$ cat src/rtl/serial_pkg.sv
// serial_pkg: shared types and helpers for the serial link (transmitter and receiver).
//   tx_state_t   - frame state encoding used by serial_tx
//   LINE_IDLE    - level of the serial line when no frame is in flight
//   even_parity  - XOR of a word, zero-extended to PARITY_MAX_W bits
package serial_pkg;

  typedef enum logic [2:0] {
    IDLE,
    START,
    DATA,
    PARITY,
    STOP
  } tx_state_t;

  localparam logic LINE_IDLE = 1'b1;

  // Widest payload the parity helper handles; callers zero-extend narrower words,
  // which leaves the XOR unchanged.
  localparam int PARITY_MAX_W = 64;

  function automatic logic even_parity(input logic [PARITY_MAX_W-1:0] word);
    return ^word;
  endfunction

endpackage

$ cat src/rtl/serial_tx_bit_timer.sv
// bit_timer: bit-period counter for serial_tx.
//   clk     - clock
//   rst     - synchronous reset, active-high
//   en      - count while high; counter is held at 0 while low
//   bit_end - one-cycle pulse on the last cycle of each bit period
module bit_timer #(
  parameter int CLKS_PER_BIT = 4
) (
  input  logic clk,
  input  logic rst,
  input  logic en,
  output logic bit_end
);

  localparam int CW = (CLKS_PER_BIT > 1) ? $clog2(CLKS_PER_BIT) : 1;
  localparam logic [CW-1:0] LAST = CW'(CLKS_PER_BIT - 1);

  logic [CW-1:0] cnt_q, cnt_d;

  always_comb begin
    bit_end = en && (cnt_q == LAST);
    cnt_d   = cnt_q;
    if (!en || bit_end) begin
      cnt_d = '0;
    end else begin
      cnt_d = cnt_q + CW'(1);
    end
  end

  always_ff @(posedge clk) begin
    if (rst) begin
      cnt_q <= '0;
    end else begin
      cnt_q <= cnt_d;
    end
  end

endmodule

$ cat src/rtl/serial_tx.sv
// serial_tx: parallel-to-serial frame transmitter, LSB first.
//   Frame: start(0) | DATA_W data bits | optional even parity | stop(1),
//   each bit held CLKS_PER_BIT cycles.
//   clk      - clock
//   rst      - synchronous reset, active-high (aborts any frame)
//   tx_data  - word to send, captured on the accept edge
//   tx_valid - tx_data is valid
//   tx_ready - high only in IDLE
//   tx_line  - registered serial line, idles at 1
//   tx_busy  - frame in progress
//   tx_done  - one-cycle pulse as the frame completes
//
// state  | meaning
// IDLE   | line high, ready for a word
// START  | start bit (0)
// DATA   | data bits, shift_q[0] on the line
// PARITY | even-parity bit of the captured word
// STOP   | stop bit (1)
module serial_tx
  import serial_pkg::*;
#(
  parameter int DATA_W       = 8,
  parameter int CLKS_PER_BIT = 4,
  parameter int PARITY_EN    = 1
) (
  input  logic              clk,
  input  logic              rst,
  input  logic [DATA_W-1:0] tx_data,
  input  logic              tx_valid,
  output logic              tx_ready,
  output logic              tx_line,
  output logic              tx_busy,
  output logic              tx_done
);

  localparam int BW = (DATA_W > 1) ? $clog2(DATA_W) : 1;
  localparam logic [BW-1:0] LAST_IDX = BW'(DATA_W - 1);

  tx_state_t         state_q, state_d;
  logic [DATA_W-1:0] shift_q, shift_d;
  logic [BW-1:0]     bit_idx_q, bit_idx_d;
  logic              parity_q, parity_d;
  logic              line_q, line_d;
  logic              done_q, done_d;
  logic              bit_end;

  bit_timer #(
    .CLKS_PER_BIT(CLKS_PER_BIT)
  ) u_bit_timer (
    .clk    (clk),
    .rst    (rst),
    .en     (state_q != IDLE),
    .bit_end(bit_end)
  );

  // line_d is derived from the next state so the registered line changes on
  // the same edge as the state.
  always_comb begin
    state_d   = state_q;
    shift_d   = shift_q;
    bit_idx_d = bit_idx_q;
    parity_d  = parity_q;
    line_d    = line_q;
    done_d    = 1'b0;

    case (state_q)
      IDLE: begin
        line_d = LINE_IDLE;
        if (tx_valid) begin
          state_d   = START;
          shift_d   = tx_data;
          parity_d  = even_parity(PARITY_MAX_W'(tx_data));
          bit_idx_d = '0;
          line_d    = 1'b0;
        end
      end
      START: begin
        if (bit_end) begin
          state_d = DATA;
          line_d  = shift_q[0];
        end
      end
      DATA: begin
        if (bit_end) begin
          if (bit_idx_q == LAST_IDX) begin
            bit_idx_d = '0;
            if (PARITY_EN != 0) begin
              state_d = PARITY;
              line_d  = parity_q;
            end else begin
              state_d = STOP;
              line_d  = LINE_IDLE;
            end
          end else begin
            shift_d   = shift_q >> 1;
            bit_idx_d = bit_idx_q + BW'(1);
            line_d    = shift_d[0];
          end
        end
      end
      PARITY: begin
        if (bit_end) begin
          state_d = STOP;
          line_d  = LINE_IDLE;
        end
      end
      STOP: begin
        if (bit_end) begin
          state_d = IDLE;
          line_d  = LINE_IDLE;
          done_d  = 1'b1;
        end
      end
      default: begin
        state_d = IDLE;
        line_d  = LINE_IDLE;
      end
    endcase
  end

  always_ff @(posedge clk) begin
    if (rst) begin
      state_q   <= IDLE;
      shift_q   <= '0;
      bit_idx_q <= '0;
      parity_q  <= 1'b0;
      line_q    <= LINE_IDLE;
      done_q    <= 1'b0;
    end else begin
      state_q   <= state_d;
      shift_q   <= shift_d;
      bit_idx_q <= bit_idx_d;
      parity_q  <= parity_d;
      line_q    <= line_d;
      done_q    <= done_d;
    end
  end

  assign tx_ready = (state_q == IDLE);
  assign tx_busy  = (state_q != IDLE);
  assign tx_line  = line_q;
  assign tx_done  = done_q;

endmodule
$ cat config.mk
export PLATFORM = sky130hd
export DESIGN_NAME = serial_tx
export DESIGN_NICKNAME = d
export VERILOG_FILES = /design/src/rtl/serial_pkg.sv /design/src/rtl/serial_tx_bit_timer.sv /design/src/rtl/serial_tx.sv
export SDC_FILE = /design/constraint.sdc
export NUM_CORES = 1
export LEC_CHECK = 0
export ABC_AREA = 1
export CORE_MARGIN = 3
export CORE_UTILIZATION = 58
export DETAILED_ROUTE_END_ITERATION = 10
export PLACE_DENSITY = 0.95
export SYNTH_ARGS = -nofsm -noshare
export SYNTH_HDL_FRONTEND = slang
export SYNTH_HIERARCHICAL = 1
export SYNTH_SLANG_ARGS = --single-unit
$ cat constraint.sdc
create_clock -name clk -period 3 [get_ports clk]
set_input_delay 0.9 -clock clk [delete_from_list [all_inputs] [get_ports clk]]
set_output_delay 0.9 -clock clk [all_outputs]
set_load 0.01 [all_outputs]
## Yosys cells after proc, flatten, opt, wreduce, memory -nomap -nowiden

Index checks and enable logic that the tools add are counted.

| storage, ports and cells | value |
|---|---|
| output and inout bits | 4 |
| logic and storage cells | 61 |
| flip-flop bits (word level) | 19 |
| bits of input ports | 11 |

| operators by class | value |
|---|---|
| eq/ne operators | 14 |
| bitwise gates (word level) | 1 |
| reduce and logical (&&, ||, !) cells | 15 |
| add/sub/neg operators | 2 |
| muxes and demuxes | 22 |

Operators by type and width:

| operator | count |
|---|---|
| $reduce_xor 64->1 | 1 |
| $mux 3 | 9 |
| $mux 8 | 3 |
| $pmux 8 s2 | 1 |
| $pmux 3 s5 | 1 |
| $ne 2x2->1 const B | 7 |
| $eq 3x2->1 const B | 2 |
| $eq 3x3->1 const B | 2 |
| $mux 1 | 6 |
| $pmux 3 s2 | 1 |
| $reduce_and 3->1 | 2 |
| $reduce_and 6->1 | 1 |
| $reduce_or 2->1 | 3 |
| $pmux 1 s4 | 1 |
| $reduce_and 4->1 | 1 |
| $add 3x1->3 const B | 1 |
| $eq 3x1->1 const B | 1 |
| $logic_not 3->1 | 1 |
| $reduce_bool 3->1 | 1 |
| $add 2x1->2 const B | 1 |
| $eq 2x2->1 const B | 1 |
| $ne 2x1->1 const B | 1 |
| $reduce_and 2->1 | 1 |
| $reduce_bool 2->1 | 1 |
| other kinds (4) | 4 |

## Logic depth before layout (Yosys ltp)

| depth | value |
|---|---|
| word-level depth | 4 |
| depth in mapped cells | 9 |
| depth with buffers taken out | 9 |

## Modules after synthesis

Netlist, hierarchy kept.

Modules (own cells, without submodules):

| module | cells each | area each (µm²) | times used | sequential area each (µm²) |
|---|---|---|---|---|
| serial_tx | 171 | 1057.3 | 1 | 340.3 |
| bit_timer | 11 | 88.8 | 1 | 40.0 |

## Worst setup path before layout

Ideal clock, no wire load.

| timing path | value |
|---|---|
| path kind | reg2out |
| start | register state_q[2] |
| end | output port tx_ready |
| buffers on the path | 0 |
| arrival time | 744 ps |
| setup slack | 1356 ps |
| stages on the path, launching flop included | 4 |
| required time | 2100 ps |
| path through | dfxtp_1 -> nor2_2 -> nand2_2 -> inv_2 |

| between the ends | value |
|---|---|
| longest elaborated chain between the ends | 1 |

Ends and longest elaborated chain:

| element | RTL line | source |
|---|---|---|
| start, declared | serial_tx.sv:39 | `tx_state_t state_q, state_d;` |
| start signal, assigned | serial_tx.sv:130 | `state_q <= state_d;` |
| $logic_not 3->1 | serial_tx.sv:139 | `assign tx_ready = (state_q == IDLE);` |
| end, declared | serial_tx.sv:30 | `output logic tx_ready,` |

No other way between the ends.

## Final worst setup path

Ends and elaborated chain as after synthesis.

==> run metrics <==
status=completed; gp weighted congestion=0.867; final wirelength=2.63 mm; drt wl/cell=11.7 um; DR pass1 iterations=4; largest area contributor in the netlist=dfxtp_1; register area share after synthesis=33.2%; PortBufs=14; Max VDD drop=0.000533 V; CP Data Arrival Time=1.65 ns; syn_area_per_cell=6.30 um2; # rows=15; clk root buf=clkbuf_4; count leader, synth=nand2_1; Critical Path RT=2.10 ns; CTS H-Tree Depth=1; Die Span X=50.5 um; Commonest cells post-synth=nand2_1 (56), inv_1 (24), dfxtp_1 (19), nor2_1 (18), a21oi_1 (15); Initial Util=63.6%; routed via count=1182; initial antenna violation count=0; gr ovfl total=0; Reg area=380 um2; gr usage total=22.9%; routed vias/inst=5.28; post-DP HPWL=1.97 mm; post-cts hold buffer count=0; Synth top area share=33.2%; Post-CTS Setup Inserts=0; Clock Skew=0.00304 ns; # resized after CTS=0; first-pass GRT wire length=4.54 mm; Slowest cell on crit path=clkdlybuf4s50_1; pin slew with the least headroom to its limit=0.401 ns; FF+latch count, synth=19; Slew Viols, Final=0; Worst Hold Class=reg2reg; largest net degree at the start of global routing=18; Ant. Diodes=0; synth warn=6; die height=50.5 um; critical path's largest stage delay=0.53 ns; Post-Synthesis Cells=182; setup TNS=0 ns; Slew headroom=73.2%; area taken by multi-input logic gates=657 um2; Fill cells=144; Final nets=214; Synth cell types=21; Critical Path End Type=output port; Tmin final=2.55 ns; starting DRC count in detailed routing=37; P&R area growth vs syn=16.6%; die area=2550 um2; Crit Path Class=reg2out; CTS tree=built; core box area=1800 um2; Post-synth EDFFs=0; Period Utilization, post-route=85.0%; # setup viols final=0; top post-synthesis cells by area=dfxtp_1 (33%), nand2_1 (18%), inv_1 (7.9%); DRT antenna net count=0; Clock Latency Late Sink=0.30 ns; clk slew on worst S/H paths=0.11 ns; crit path cell chain=nor2_2, nand2_2, inv_2, clkdlybuf4s50_1; ys async rst share=0%; deepest clock path buffer count=2; Synth Cell Area=1150 um2; Final Instance Count excl. Fillers=224; vias in the first global route=1130; Most used DFF post-synth=dfxtp_1; crit path max fanout=6; DRC=0; layout cell share with drive strength beyond 1=8.54%; clock buffer count from CTS=3; fmax=392 MHz; RSZ-0062 raised after global routing=no; Placed Cells=220; Leak=0.648 nW; Setup crit start kind=register; Max Cap Viol=0; pwr dens=865 nW/um2; Fin. Hold Viols=0; Synth Net Count=196; clk sinks=19; io pins=15
worst paths after layout:
path	start	slack, ns	cells after the start	to
worst max-delay path	state_q[2]	0.45	4	tx_ready
worst min-delay path	u_bit_timer/cnt_q[0]	0.42	1	u_bit_timer/cnt_q[0]
worst max register to register	state_q[1]	1.30	8	bit_idx_q[2]
worst min register to register	u_bit_timer/cnt_q[0]	0.42	1	u_bit_timer/cnt_q[0]
sequential cells by signal (all words and copies together) (netlist names):
register / flops
tx_line: 1
u_bit_timer/cnt_q: 2
parity_q: 1
tx_done: 1
shift_q: 8
bit_idx_q: 3
state_q: 3
placed cells by master, fill, tap and decap left out:
cell type	instances
nor2_2	1
ha_1	3
o21a_1	1
inv_2	1
o21ai_0	11
clkbuf_1	1
nor3_1	1
inv_1	24
clkbuf_4	3
a21oi_1	15
nor2_1	18
nand3_2	2
xnor2_1	1
nand4_1	2
nand2_2	6
buf_4	1
nand2_4	2
nand3_1	10
dfxtp_1	19
clkdlybuf4s50_1	14
nand2_1	56
o21ai_1	6
nor2_4	1
kinds of logic (layout without fill, tap and decap cells):
family / count (synthesis) / after routing / share of synthesized area (%)
buffers and inverters: 27 / 44 / 9.50
DFF: 19 / 19 / 33.2
and+or+nand+nor: 99 / 99 / 38.6
xor gates and xnor gates: 1 / 1 / 0.764
AOI/OAI and AO/OA: 33 / 33 / 14.6
adders and majority gates: 3 / 3 / 3.28
worst max-delay path, delay by kind of cell, from the launching register on:
family	cells	cell delay, ns
buf+inv	2	0.62
flops	1	0.39
simple gates	2	0.33
where the power goes:
group / leakage [nW] / internal, mW / switching (mW)
combinational: 0.477 / 0.230 / 0.397
sequential: 0.156 / 0.335 / 0.0633
clock: 0.0150 / 0.0518 / 0.0792
total: 0.648 / 0.617 / 0.540
routing by layer:
metal / global-route usage, % / vias to the layer above / part of all wire [%]
met5: 0 / - / 0
met4: 8.52 / 0 / 1.3
met3: 6.53 / 4 / 5.1
met2: 38.5 / 31 / 49
met1: 27.5 / 538 / 44
li1: - / 609 / -
stage by stage:
stage	setup slack (ns)	hold slack (ns)	util, %	instance area, um2	power, mW
after global routing	0.370	0.457	74.2	1340	1.25
after detailed placement	0.796	0.411	72.7	1310	1.02
after global placement	0.859	0.403	72.7	1310	0.970
final	0.449	0.421	74.2	1340	1.16
after CTS	0.463	0.426	74.2	1340	1.15
after floorplan	1.36	0.396	-	1150	0.844
final cells by class:
class                      count  area share (%)
clock buffer                   4            1.97
inverter                      25            7.02
timing repair buffer          15            11.0
sequential                    19            28.5
tap                           25            2.34
multi-input combinational    136            49.2
No activity file was read; power rests on OpenSTA's default activity.
